File: src/rtl/cpu_run_ctrl.sv
// cpu_run_ctrl: debug/execution controller for the single-cycle RV32I core.
// It produces the per-cycle commit enable (cpu_en) and supports halt,
// single-step, free run, run-N with an instruction budget, and a PC
// breakpoint. It can also dump all 32 GPRs over a valid/ready stream by
// driving the core's debug register-select port.
//
// Ports:
//   clk, reset               clock, asynchronous active-high reset
//   cmd_valid/ready/op/arg   command channel (op: 0 NOP 1 HALT 2 STEP 3 RUN 4 RUN_N 5 DUMP)
//   bp_en, bp_addr, pc_in    breakpoint control and current core PC
//   cpu_en                   core commits the current instruction this edge
//   reg_sel, reg_data        core debug register port
//   dump_valid/ready/data/idx  GPR dump stream
//   state                    0 HALT, 1 STEP, 2 RUN, 3 DUMP
//   bp_hit                   last run stopped on the breakpoint (sticky)
//   retired                  count of cycles with cpu_en=1 (wraps)
module cpu_run_ctrl #(
    parameter int unsigned CNT_W     = 32,
    parameter bit          RESET_RUN = 1'b0
) (
    input  logic             clk,
    input  logic             reset,
    input  logic             cmd_valid,
    output logic             cmd_ready,
    input  logic [2:0]       cmd_op,
    input  logic [CNT_W-1:0] cmd_arg,
    input  logic             bp_en,
    input  logic [31:0]      bp_addr,
    input  logic [31:0]      pc_in,
    output logic             cpu_en,
    output logic [4:0]       reg_sel,
    input  logic [31:0]      reg_data,
    output logic             dump_valid,
    input  logic             dump_ready,
    output logic [31:0]      dump_data,
    output logic [4:0]       dump_idx,
    output logic [1:0]       state,
    output logic             bp_hit,
    output logic [CNT_W-1:0] retired
);

    localparam logic [1:0] ST_HALT = 2'd0;
    localparam logic [1:0] ST_STEP = 2'd1;
    localparam logic [1:0] ST_RUN  = 2'd2;
    localparam logic [1:0] ST_DUMP = 2'd3;

    localparam logic [2:0] OP_HALT  = 3'd1;
    localparam logic [2:0] OP_STEP  = 3'd2;
    localparam logic [2:0] OP_RUN   = 3'd3;
    localparam logic [2:0] OP_RUN_N = 3'd4;
    localparam logic [2:0] OP_DUMP  = 3'd5;

    localparam logic [4:0] LAST_REG = 5'd31;

    logic [1:0]       r_state;
    logic             r_first;
    logic [CNT_W-1:0] r_budget;   // 0 means unbudgeted run
    logic [4:0]       r_reg_sel;
    logic             r_bp_hit;
    logic [CNT_W-1:0] r_retired;

    logic [1:0]       w_state_nx;
    logic             w_first_nx;
    logic [CNT_W-1:0] w_budget_nx;
    logic [4:0]       w_reg_sel_nx;
    logic             w_bp_hit_nx;

    logic w_cmd_acc;
    logic w_cmd_real;
    logic w_stop_bp;
    logic w_stop_cmd;

    // Combinational handshake, stop conditions and commit enable
    assign cmd_ready  = (r_state == ST_HALT) || (r_state == ST_RUN);
    assign w_cmd_acc  = cmd_valid && cmd_ready;
    assign w_cmd_real = w_cmd_acc && (cmd_op >= OP_HALT) && (cmd_op <= OP_DUMP);
    assign w_stop_bp  = bp_en && (pc_in == bp_addr) && !r_first;
    assign w_stop_cmd = cmd_valid && (cmd_op == OP_HALT);
    assign cpu_en     = (r_state == ST_STEP) ||
                        ((r_state == ST_RUN) && !w_stop_bp && !w_stop_cmd);

    assign dump_valid = (r_state == ST_DUMP);
    assign dump_idx   = r_reg_sel;
    assign dump_data  = reg_data;
    assign reg_sel    = r_reg_sel;
    assign state      = r_state;
    assign bp_hit     = r_bp_hit;
    assign retired    = r_retired;

    // Next-state logic
    always_comb begin
        w_state_nx   = r_state;
        w_first_nx   = r_first;
        w_budget_nx  = r_budget;
        w_reg_sel_nx = r_reg_sel;
        w_bp_hit_nx  = r_bp_hit;

        // A new operation clears the sticky flag; a set below overrides it
        if (w_cmd_real) begin
            w_bp_hit_nx = 1'b0;
        end

        case (r_state)
            ST_HALT: begin
                if (w_cmd_acc) begin
                    case (cmd_op)
                        OP_STEP: w_state_nx = ST_STEP;
                        OP_RUN: begin
                            w_state_nx  = ST_RUN;
                            w_first_nx  = 1'b1;
                            w_budget_nx = CNT_W'(0);
                        end
                        OP_RUN_N: begin
                            if (cmd_arg != CNT_W'(0)) begin
                                w_state_nx  = ST_RUN;
                                w_first_nx  = 1'b1;
                                w_budget_nx = cmd_arg;
                            end
                        end
                        OP_DUMP: begin
                            w_state_nx   = ST_DUMP;
                            w_reg_sel_nx = 5'd0;
                        end
                        default: ;
                    endcase
                end
            end
            ST_STEP: begin
                w_state_nx = ST_HALT;
            end
            ST_RUN: begin
                w_first_nx = 1'b0;
                if (w_stop_cmd) begin
                    w_state_nx = ST_HALT;
                end else if (w_stop_bp) begin
                    w_state_nx  = ST_HALT;
                    w_bp_hit_nx = 1'b1;
                end else if (r_budget != CNT_W'(0)) begin
                    w_budget_nx = r_budget - CNT_W'(1);
                    if (r_budget == CNT_W'(1)) begin
                        w_state_nx = ST_HALT;
                    end
                end
            end
            ST_DUMP: begin
                if (dump_ready) begin
                    if (r_reg_sel == LAST_REG) begin
                        w_state_nx   = ST_HALT;
                        w_reg_sel_nx = 5'd0;
                    end else begin
                        w_reg_sel_nx = r_reg_sel + 5'd1;
                    end
                end
            end
            default: w_state_nx = ST_HALT;
        endcase
    end

    // State and counter registers
    always_ff @(posedge clk or posedge reset) begin
        if (reset) begin
            r_state   <= RESET_RUN ? ST_RUN : ST_HALT;
            r_first   <= 1'b0;
            r_budget  <= CNT_W'(0);
            r_reg_sel <= 5'd0;
            r_bp_hit  <= 1'b0;
            r_retired <= CNT_W'(0);
        end else begin
            r_state   <= w_state_nx;
            r_first   <= w_first_nx;
            r_budget  <= w_budget_nx;
            r_reg_sel <= w_reg_sel_nx;
            r_bp_hit  <= w_bp_hit_nx;
            if (cpu_en) begin
                r_retired <= r_retired + CNT_W'(1);
            end
        end
    end

endmodule

File: config.mk
export PLATFORM = sky130hd
export DESIGN_NAME = cpu_run_ctrl
export DESIGN_NICKNAME = d
export VERILOG_FILES = /design/src/rtl/cpu_run_ctrl.sv
export SDC_FILE = /design/constraint.sdc
export NUM_CORES = 1
export LEC_CHECK = 0
export CAP_MARGIN = 20
export CORE_UTILIZATION = 39
export DETAILED_ROUTE_END_ITERATION = 8
export PLACE_DENSITY = 0.79
export SYNTH_ARGS = -nofsm -noshare
export SYNTH_HDL_FRONTEND = slang
export SYNTH_SLANG_ARGS = --single-unit
File: constraint.sdc
create_clock -name clk -period 2.2 [get_ports clk]
set_input_delay 0.33 -clock clk [delete_from_list [all_inputs] [get_ports clk]]
set_output_delay 0.33 -clock clk [all_outputs]
set_load 0.02 [all_outputs]
==> results.md <==
* DIE AREA at roughly 13000 sq um
* Clk pwr share at around 17%
* Vias in the first global route at 5129
* Die height at 113 um
* Period utilisation layout at 99.5%
* Register area share after synthesis at a little under two fifths
* Largest net degree at the start of global routing at 74
* Crit. End Element: output port
* Fillers at approximately 980
* Max transition margin at 64.9%
* First-pass GRT wire length at approximately 25000 um
* Sw Ratio at 42.8%
* Slew @ Worst Pin at 0.527 ns
* Core box area at between 10000 and 15000 sq um
* # nets final at 889
* Share of layout cells above drive strength 1 at 24.9%
* Critical path arrival at between 1.5 and 2 ns
* Synthesized flop and latch total at 73
* Routed via count at between 5000 and 6000
* Highest Clock Rate at 457 MHz
* Critical path buffers and inverters at 3
* Starting Density at between 40% and 50%
* Sw power at between 3 and 4 mW
* Final setup vio count at 0
* CP cell instances: dlygate4sd2_1 > nor2b_1 > a2111o_1 > nor4_2 > buf_4 > a31o_4 > o221ai_4 > buf_6
* Synthesized instance count at roughly 550
* Synth warnings at 0
* Status: finished clean
* Worst Path Required at between 1.5 and 2 ns
* Area growth from synthesis to layout at 56.9%
* Ports at approximately 220
* Unique cell type count in the Yosys netlist at between 50 and 60
* Sequential share of power at a little over a quarter
* Total Power at 7.73 mW
* Syn_nets at just under 700
* Startpoint Class: primary input
* Max Cap Viol at 0
* Setup WS pre-CTS at -0.648 ns
* DR pass1 iterations at 6
* Placed cell count at 889
* Final hold violations at 0
* Pint at between 4 and 5 mW
* FFs w/ async S/R, synth at between 90% and 100%
* Final antenna-violating net count at 0
* Avg Cell Area, Syn at 8.85 sq um
* Final WL at 15800 um
* Power per Cell Area at roughly 1000 nW/um^2
* CTS buffer count at 9
* Iteration-0 DRC Markers at 320
* DR vias/cell at 5.53
* Hold_buf cts at 0
* Total grt overflow at 0
* RSZ-0062 raised after global routing: yes
* Skew final at between 0.006 and 0.007 ns
* Final core utilization at a little over three fifths
* HPWL Detailed at 10800 um
* Number of port buffers at 151
* Crit path max fanout at 2
* Tmin final at around 2.2 ns
* Clock buffer depth at 2
* Mapped Area at approximately 4800 sq um
* Fin. max-slew vios at 0
* GP Congestion at approximately 0.9
* CTS Sinks at 73
* Setup_tns at 0 ns
* Initial antenna violation count at 0
* Critical Path Slowest Stage Cell: a2111o_1
* Routed len/inst at about 17 um
* Post-route insts no fill at between 900 and 1000
* Die W at about 110 um
* Row count at 40
* Htree depth at 3
* DRC at 0
* Most common cell after layout, fill and taps aside: clkdlybuf4s50_1
* Overall global routing resource usage at 24.0%
* Min-Delay Path Class: in2reg
* Clock transition at path regs at around 0.05 ns
* CTS tree: done
* Most frequent cells in the layout: clkdlybuf4s50_1, buf_4, dfrtp_1, xnor2_1, nand2_1
* Clk_lat worst skew at roughly 0.34 ns
* Maximum VDD drop at 649 uV
* Post-synth EDFFs at 0
* Worst path max stage delay at 0.36 ns
* Gate power share at roughly 56%
* CP top delay family: compound AO/OA/AOI/OAI gates
* CTS Root Cell: clkbuf_16
* Final WS setup at about 0.010 ns
* Synth Flop Type: dfrtp_1
* Leakage at about 3.3 nW
* Crit path kind: in2out
* Antenna Cells at 0
==> power by group through the flow <==
stage,sequential (mW),combinational (mW),clock (mW)
after floorplan,2.13,2.07,0
after global placement,2.03,3.49,0
after detailed placement,2.05,3.62,0
after CTS,2.04,4.10,1.35
after global routing,2.14,4.65,1.41
final,2.09,4.31,1.33
==> worst min-delay path, stage by stage <==
cell and delay [ns]:
clkbuf_2 0.12, a32oi_1 0.06, o21ai_1 0.13
==> kinds of logic after synthesis <==
logic type | share of synthesized area (%)
simple gates | 23.2
mux | 0.646
buf+inv | 9.02
compound gates | 17.2
flops | 37.7
xor+xnor | 10.7
fa+ha+maj | 1.55
==> layer usage <==
| layer | vias to the layer above | part of all wire [%] | global-route usage [%] | wire, um |
|---|---|---|---|---|
| li1 | 2352 | - | - | - |
| met1 | 2471 | 40 | 28.4 | 6310 |
| met2 | 222 | 50 | 42.1 | 7940 |
| met3 | 40 | 6.6 | 4.62 | 1040 |
| met4 | 0 | 3.0 | 11.6 | 474 |
| met5 | - | 0 | 0 | 0 |
==> what timing repair did <==
action,CTS,global route
resized for setup,87,114
pin swaps,24,33
gates cloned,3,0
endpoints found under the setup margin,35,39
setup buffers,10,6
==> synthesized netlist by cell type, types with 11 or more instances <==
library cell | instances | area (sq um)
a21oi_1 | 28 | 140
and3_1 | 11 | 68.8
buf_4 | 39 | 293
dfrtp_1 | 73 | 1830
inv_1 | 19 | 71.3
nand2_1 | 41 | 154
nand2b_1 | 11 | 68.8
nand3_1 | 27 | 135
nand4_1 | 17 | 106
nor2_1 | 29 | 109
nor3_1 | 16 | 80.1
nor4_1 | 16 | 100
o21ai_0 | 35 | 175
xnor2_1 | 52 | 455
==> metrics by stage <==
stage	hold slack, ns	cell area (sq um)
global placement	0.461	6850
finish	0.363	7600
global route	0.373	7600
floorplan	0.457	4840
CTS	0.410	7400
detailed placement	0.469	6850
==> final cells by class <==
cell class | count | area, sq um | area share (%)
repair buffers | 245 | 2300 | 30.3
flip-flops and latches | 73 | 1830 | 24.0
clock buffers | 11 | 233 | 3.06
multi-input cells | 399 | 2920 | 38.4
well taps | 168 | 210 | 2.77
inverters | 19 | 71.3 | 0.939
clock inverters | 5 | 32.5 | 0.428
==> worst paths after layout <==
| path | to | slack (ns) | cells after the start | startpoint |
|---|---|---|---|---|
| min | r_budget[30] | 0.36 | 3 | cmd_arg[30] |
| min in group asynchronous | retired[2] | 0.39 | 3 | reset |
| min reg2reg | retired[31] | 0.48 | 1 | retired[31] |
| max | cpu_en | 0.01 | 8 | pc_in[5] |
| max in group asynchronous | r_budget[0] | 1.49 | 3 | reset |
| max reg2reg | r_budget[6] | 0.06 | 9 | r_budget[23] |
==> flip-flops by register name (all words and copies together) (netlist names) <==
| register | flops |
|---|---|
| r_first | 1 |
| bp_hit | 1 |
| retired | 32 |
| state | 2 |
| r_budget | 32 |
| dump_idx | 5 |
Power figures use the tool's default switching activity.
